===== src/rtl/lsu.sv =====
// Load/store unit: turns execute results into one 64-bit data-bus access and
// returns aligned, extended load data. Optional misalign trap: LSU_MISALIGN_TRAP_EN.

`ifndef MEMOP_LEN
`define MEMOP_LEN  4
`define MEMOP_NONE 4'd0
`define MEMOP_LB   4'd1
`define MEMOP_LBU  4'd2
`define MEMOP_LH   4'd3
`define MEMOP_LHU  4'd4
`define MEMOP_LW   4'd5
`define MEMOP_LWU  4'd6
`define MEMOP_LD   4'd7
`define MEMOP_SB   4'd8
`define MEMOP_SH   4'd9
`define MEMOP_SW   4'd10
`define MEMOP_SD   4'd11
`endif

module lsu #(
  parameter int XLEN = 64
) (
  input  logic                  clk,
  input  logic                  rst_n,
  input  logic                  in_valid,
  output logic                  in_ready,
  input  logic [XLEN-1:0]       in_result,
  input  logic [XLEN-1:0]       in_rs2_data,
  input  logic [4:0]            in_rd_idx,
  input  logic [`MEMOP_LEN-1:0] in_mem_op,
  output logic                  dbus_req_valid,
  input  logic                  dbus_req_ready,
  output logic [XLEN-1:0]       dbus_addr,
  output logic                  dbus_we,
  output logic [63:0]           dbus_wdata,
  output logic [7:0]            dbus_wstrb,
  input  logic                  dbus_rvalid,
  input  logic [63:0]           dbus_rdata,
  output logic                  wb_valid,
  input  logic                  wb_ready,
  output logic [4:0]            wb_rd_idx,
  output logic [XLEN-1:0]       wb_data
`ifdef LSU_MISALIGN_TRAP_EN
  ,
  output logic                  misalign
`endif
);

  typedef enum logic [1:0] {
    S_IDLE,
    S_REQ,
    S_RESP,
    S_WB
  } state_t;

  state_t state_reg, state_next;

  logic [XLEN-1:0]       addr_reg;
  logic [63:0]           wdata_reg;
  logic [7:0]            wstrb_reg;
  logic                  we_reg;
  logic [`MEMOP_LEN-1:0] op_reg;
  logic [4:0]            rd_reg;
  logic [XLEN-1:0]       wb_data_reg;

  logic       in_is_load;
  logic       in_is_store;
  logic [1:0] in_size;
  logic [2:0] in_off;
  logic [7:0] base_strobe;
  logic [15:0] strobe_wide;
  logic [63:0] load_shift;
  logic [63:0] load_ext;
  logic       accept;

  assign in_off = in_result[2:0];
  assign accept = (state_reg == S_IDLE) && in_valid;

  always_comb begin
    in_is_load  = 1'b0;
    in_is_store = 1'b0;
    in_size     = 2'd0;
    case (in_mem_op)
      `MEMOP_LB, `MEMOP_LBU: begin in_is_load  = 1'b1; in_size = 2'd0; end
      `MEMOP_LH, `MEMOP_LHU: begin in_is_load  = 1'b1; in_size = 2'd1; end
      `MEMOP_LW, `MEMOP_LWU: begin in_is_load  = 1'b1; in_size = 2'd2; end
      `MEMOP_LD:             begin in_is_load  = 1'b1; in_size = 2'd3; end
      `MEMOP_SB:             begin in_is_store = 1'b1; in_size = 2'd0; end
      `MEMOP_SH:             begin in_is_store = 1'b1; in_size = 2'd1; end
      `MEMOP_SW:             begin in_is_store = 1'b1; in_size = 2'd2; end
      `MEMOP_SD:             begin in_is_store = 1'b1; in_size = 2'd3; end
      default: ;
    endcase
  end

  always_comb begin
    case (in_size)
      2'd0:    base_strobe = 8'h01;
      2'd1:    base_strobe = 8'h03;
      2'd2:    base_strobe = 8'h0F;
      default: base_strobe = 8'hFF;
    endcase
  end

  // Strobe bits pushed past lane 7 by a misaligned offset are simply dropped.
  assign strobe_wide = {8'h00, base_strobe} << in_off;

`ifdef LSU_MISALIGN_TRAP_EN
  logic in_misalign;
  logic misalign_reg;

  always_comb begin
    in_misalign = 1'b0;
    if (in_is_load || in_is_store) begin
      case (in_size)
        2'd1:    in_misalign = in_off[0];
        2'd2:    in_misalign = |in_off[1:0];
        2'd3:    in_misalign = |in_off;
        default: in_misalign = 1'b0;
      endcase
    end
  end
`endif

  // Load extraction uses the captured address, not the live execute input.
  assign load_shift = dbus_rdata >> {addr_reg[2:0], 3'b000};

  always_comb begin
    case (op_reg)
      `MEMOP_LB:  load_ext = {{56{load_shift[7]}},  load_shift[7:0]};
      `MEMOP_LBU: load_ext = {56'd0,                load_shift[7:0]};
      `MEMOP_LH:  load_ext = {{48{load_shift[15]}}, load_shift[15:0]};
      `MEMOP_LHU: load_ext = {48'd0,                load_shift[15:0]};
      `MEMOP_LW:  load_ext = {{32{load_shift[31]}}, load_shift[31:0]};
      `MEMOP_LWU: load_ext = {32'd0,                load_shift[31:0]};
      default:    load_ext = load_shift;
    endcase
  end

  always_ff @(posedge clk) begin
    if (!rst_n) begin
      state_reg <= S_IDLE;
    end else begin
      state_reg <= state_next;
    end
  end

  always_comb begin
    state_next     = state_reg;
    in_ready       = 1'b0;
    dbus_req_valid = 1'b0;
    wb_valid       = 1'b0;
    case (state_reg)
      S_IDLE: begin
        in_ready = 1'b1;
        if (in_valid) begin
          if (!(in_is_load || in_is_store)) begin
            state_next = S_WB;
`ifdef LSU_MISALIGN_TRAP_EN
          end else if (in_misalign) begin
            state_next = S_WB;
`endif
          end else begin
            state_next = S_REQ;
          end
        end
      end
      S_REQ: begin
        dbus_req_valid = 1'b1;
        if (dbus_req_ready) begin
          state_next = we_reg ? S_WB : S_RESP;
        end
      end
      S_RESP: begin
        if (dbus_rvalid) begin
          state_next = S_WB;
        end
      end
      S_WB: begin
        wb_valid = 1'b1;
        if (wb_ready) begin
          state_next = S_IDLE;
        end
      end
      default: state_next = S_IDLE;
    endcase
  end

  always_ff @(posedge clk) begin
    if (!rst_n) begin
      addr_reg    <= '0;
      wdata_reg   <= '0;
      wstrb_reg   <= '0;
      we_reg      <= 1'b0;
      op_reg      <= `MEMOP_NONE;
      rd_reg      <= '0;
      wb_data_reg <= '0;
`ifdef LSU_MISALIGN_TRAP_EN
      misalign_reg <= 1'b0;
`endif
    end else begin
      if (accept) begin
        addr_reg    <= in_result;
        wdata_reg   <= in_rs2_data << {in_off, 3'b000};
        wstrb_reg   <= strobe_wide[7:0];
        we_reg      <= in_is_store;
        op_reg      <= in_mem_op;
        rd_reg      <= in_is_store ? 5'd0 : in_rd_idx;
        wb_data_reg <= (in_is_load || in_is_store) ? '0 : in_result;
`ifdef LSU_MISALIGN_TRAP_EN
        misalign_reg <= in_misalign;
        if (in_misalign) begin
          rd_reg <= 5'd0;
        end
`endif
      end
      if ((state_reg == S_RESP) && dbus_rvalid) begin
        wb_data_reg <= load_ext;
      end
    end
  end

  // Data outputs are forced to zero whenever their valid is low.
  assign dbus_addr  = dbus_req_valid ? {addr_reg[XLEN-1:3], 3'b000} : '0;
  assign dbus_we    = dbus_req_valid & we_reg;
  assign dbus_wdata = dbus_req_valid ? wdata_reg : 64'd0;
  assign dbus_wstrb = dbus_req_valid ? wstrb_reg : 8'd0;
  assign wb_rd_idx  = wb_valid ? rd_reg : 5'd0;
  assign wb_data    = wb_valid ? wb_data_reg : '0;
`ifdef LSU_MISALIGN_TRAP_EN
  assign misalign   = wb_valid & misalign_reg;
`endif

endmodule

===== config.mk =====
export PLATFORM = sky130hd
export DESIGN_NAME = lsu
export DESIGN_NICKNAME = d
export VERILOG_FILES = /design/src/rtl/lsu.sv
export SDC_FILE = /design/constraint.sdc
export NUM_CORES = 1
export LEC_CHECK = 0
export BUFFER_PORTS_ARGS = -buffer_cell sky130_fd_sc_hd__buf_2
export CAP_MARGIN = 20
export CORE_AREA = 2 2 160 162
export DETAILED_ROUTE_END_ITERATION = 10
export DIE_AREA = 0 0 162 164
export MAX_ROUTING_LAYER = met4
export PLACE_DENSITY = 0.84
export RECOVER_POWER = 25
export REMOVE_ABC_BUFFERS = 1
export SYNTH_ARGS = -nofsm -noshare
export SYNTH_HDL_FRONTEND = slang
export SYNTH_SLANG_ARGS = --single-unit

===== constraint.sdc =====
create_clock -name clk -period 5.4 [get_ports clk]
set_clock_uncertainty 0.05 [all_clocks]
set_input_delay 0.54 -clock clk [delete_from_list [all_inputs] [get_ports clk]]
set_output_delay 0.54 -clock clk [all_outputs]
set_load 0.005 [all_outputs]

==> qor.yml <==
drtIter0Drc: 1403
nFillCells: 2109
design_area_mm2: 0.0162
final_common_cell: "buf_2"
first_pass_iters: 6
initial_utilization_pct: 53.9
fin_nets: 2153
antenna_found_initial: 3
vias: 14000
cp.buffers_inverters: 2
synth_edf_count: 0
status: "complete, but fails checks"
fin_crit_sh_pct: 77.0
cts.htree.levels: 1
cp.arrival_ns: 3.57
dpl_cell_area_mm2: 0.0154
drive_above_1_share_pct: 27.6
ir_worst_vdd_v: 0.000244
crit_fanout: 47
cpPeakStageDelay_ns: 1.39
drt-total-wl_um: 46400
die_width_um: 162
grt.overflow.total: 0
grt_setup_unrepaired: "false"
setup_viol: 0
crit_family: "buffers and inverters"
clock-sinks: 212
grt.total_usage_pct: 34.0
grt_max_degree: 126
path_clk_slew_ns: 0.06
path_class: "flip-flop to primary output"
clockBufferDepth: 3
die_y_um: 164
worst_pin_slew_ns: 2.04
grt_pass1_vias: 13400
dieArea_mm2: 0.0266
drcViolationCount: 0
io_buffers: 412
io-pin-count: 416
startpoint_type: "flip-flop"
synth_seq_cells: 212
end_kind: "primary output"
cts_made_buffers: 24
most-common-layout-cells: "buf_2, nand2_1, dfxtp_1"
ant_nets: 0
final_util_pct: 65.2
syn-instance-count: 1642
cts_resized: 0
num_rows: 58
clockRootBuffer: "clkbuf_16"
slowest_stage: "clkbuf_1"
synth_cell_types: 59
post_cts_buffers: 0
core_area_mm2: 0.0248
ctsHoldBuffers: 0
syn_to_final_growth_pct: 20.8
synth-async-reset-ratio_pct: 0
max-slew-margin-rel_pct: -35.8
ys_seq_area_share_pct: 31.7
fmax_mhz: 241
path_cells: "ha_1, clkbuf_1, and2_1, buf_2"
max_cap_viol_count: 6
yosys_warnings: 0
via_per_inst: 6.12
crit_required_ns: 4.81
dpl.hpwl_um: 32100
netlist_area_mm2: 0.0134
synth_ff_type: "dfxtp_1"
syn_area_per_cell_um2: 8.15
drt-wirelength-per-cell_um: 20.3
slew_violations: 249
routabilityCongestion: 0.946
final_hold_viol_count: 0
min_period_ns: 4.16
powerDensity_mw_per_mm2: 370
grt_first_pass_wirelength_um: 70800
violations: "max-capacitance violations, max-slew violations"
leakagePower_nw: 7.10
cts_tree: "yes"
insertion_delay_ns: 0.53
hold_class: "primary input to flip-flop"
-- report_power, final --
group,internal [mW],switching (mW),leakage [nW]
Combinational,0.827,1.41,4.99
Sequential,1.86,0.250,1.73
Clock,0.966,0.675,0.382
Total,3.65,2.34,7.10
-- worst reg2reg max path, cell delays in order, from the launching register on --
cell	delay, ns
dfxtp_1	0.37
inv_1	0.12
ha_1	0.33
and2_4	0.56
clkbuf_1	1.44
nand2_1	0.53
o21ai_0	0.30
nand2_1	0.08
a21oi_1	0.17
-- cells in the mapped netlist (3+ instances only) --
cell type    n  share of area [%]
a211oi_1    33                1.9
a21boi_0    76                4.3
a21oi_1    102                3.8
a221oi_1     7               0.46
a222oi_1     8               0.60
a22oi_1     48                2.7
a31oi_1     12               0.56
a32oi_1      8               0.52
and2_1     206                9.6
and3_1       9               0.42
buf_1       19               0.53
buf_2       40                1.5
buf_4        6               0.34
clkbuf_1    94                2.6
dfxtp_1    212                 32
ha_1         4               0.37
inv_1        7               0.20
mux2_2      26                2.2
mux2i_1    115                8.6
mux4_2      25                4.2
nand2_1    224                6.3
nand2b_1     9               0.42
nand3_1     15               0.56
nor2_1      57                1.6
nor2b_1     60                2.8
nor3_1      14               0.52
nor3b_1      8               0.45
o211a_1     18                1.3
o211ai_1     4               0.22
o21ai_0     89                3.3
o221a_2      8               0.67
o221ai_1    10               0.65
o22ai_1     13               0.61
o2bb2ai_1    9               0.59
o31ai_1     13               0.73
or2_2        3               0.14
or3_1        5               0.23
-- path summary, 6_finish.rpt --
path,from,endpoint,slack (ns),depth (start not counted)
min,in_result[15],addr_reg[15],0.24,3
min reg2reg,wb_data_reg[15],wb_data_reg[15],0.39,2
max reg2reg,state_reg[0],wb_data_reg[27],1.38,8
max,state_reg[0],wb_data[0],1.24,4
-- layout make-up --
| class | count | area, um2 | share of cell area [%] |
|---|---|---|---|
| Multi-Input combinational cell | 1266 | 8500 | 52.6 |
| Sequential cell | 212 | 4250 | 26.3 |
| Timing Repair Buffer | 431 | 2200 | 13.6 |
| Clock buffer | 33 | 676 | 4.18 |
| Tap cell | 330 | 413 | 2.55 |
| Clock inverter | 8 | 93.8 | 0.580 |
| Inverter | 7 | 26.3 | 0.162 |
| Antenna cell | 4 | 10.0 | 0.0619 |
-- stage by stage --
stage / cells / power, mW / worst slack [ns] / hold slack [ns] / TNS, ns
final: 2291 / 5.99 / 1.24 / 0.236 / 0
after global routing: 2290 / 6.30 / 1.09 / 0.242 / 0
after CTS: 2284 / 5.95 / 2.11 / 0.224 / 0
after detailed placement: 2243 / 4.31 / 2.11 / 0.384 / 0
after global placement: 2242 / 4.25 / 2.28 / 0.375 / 0
after floorplan: 1485 / 3.47 / -0.167 / 0.357 / -1.83
-- kinds of logic after synthesis --
group           after synthesis  share of synthesized area (%)
mux                         166                           15.0
buf+inv                     166                           5.20
compound gates              470                           23.7
xor+xnor                      1                         0.0654
simple gates                622                           23.9
fa+ha+maj                     4                          0.374
flops                       212                           31.7
other cells                   1                         0.0280
-- layer usage --
metal  vias to the layer above  global-route usage [%]  part of all wire [%]
met5                         -                       -                     0
met3                       164                    6.62                   9.1
met4                         0                    16.0                   5.1
met2                       824                    56.4                    48
li1                       6445                       -                     -
met1                      6596                    39.9                    38
Power figures use the tool's default switching activity.
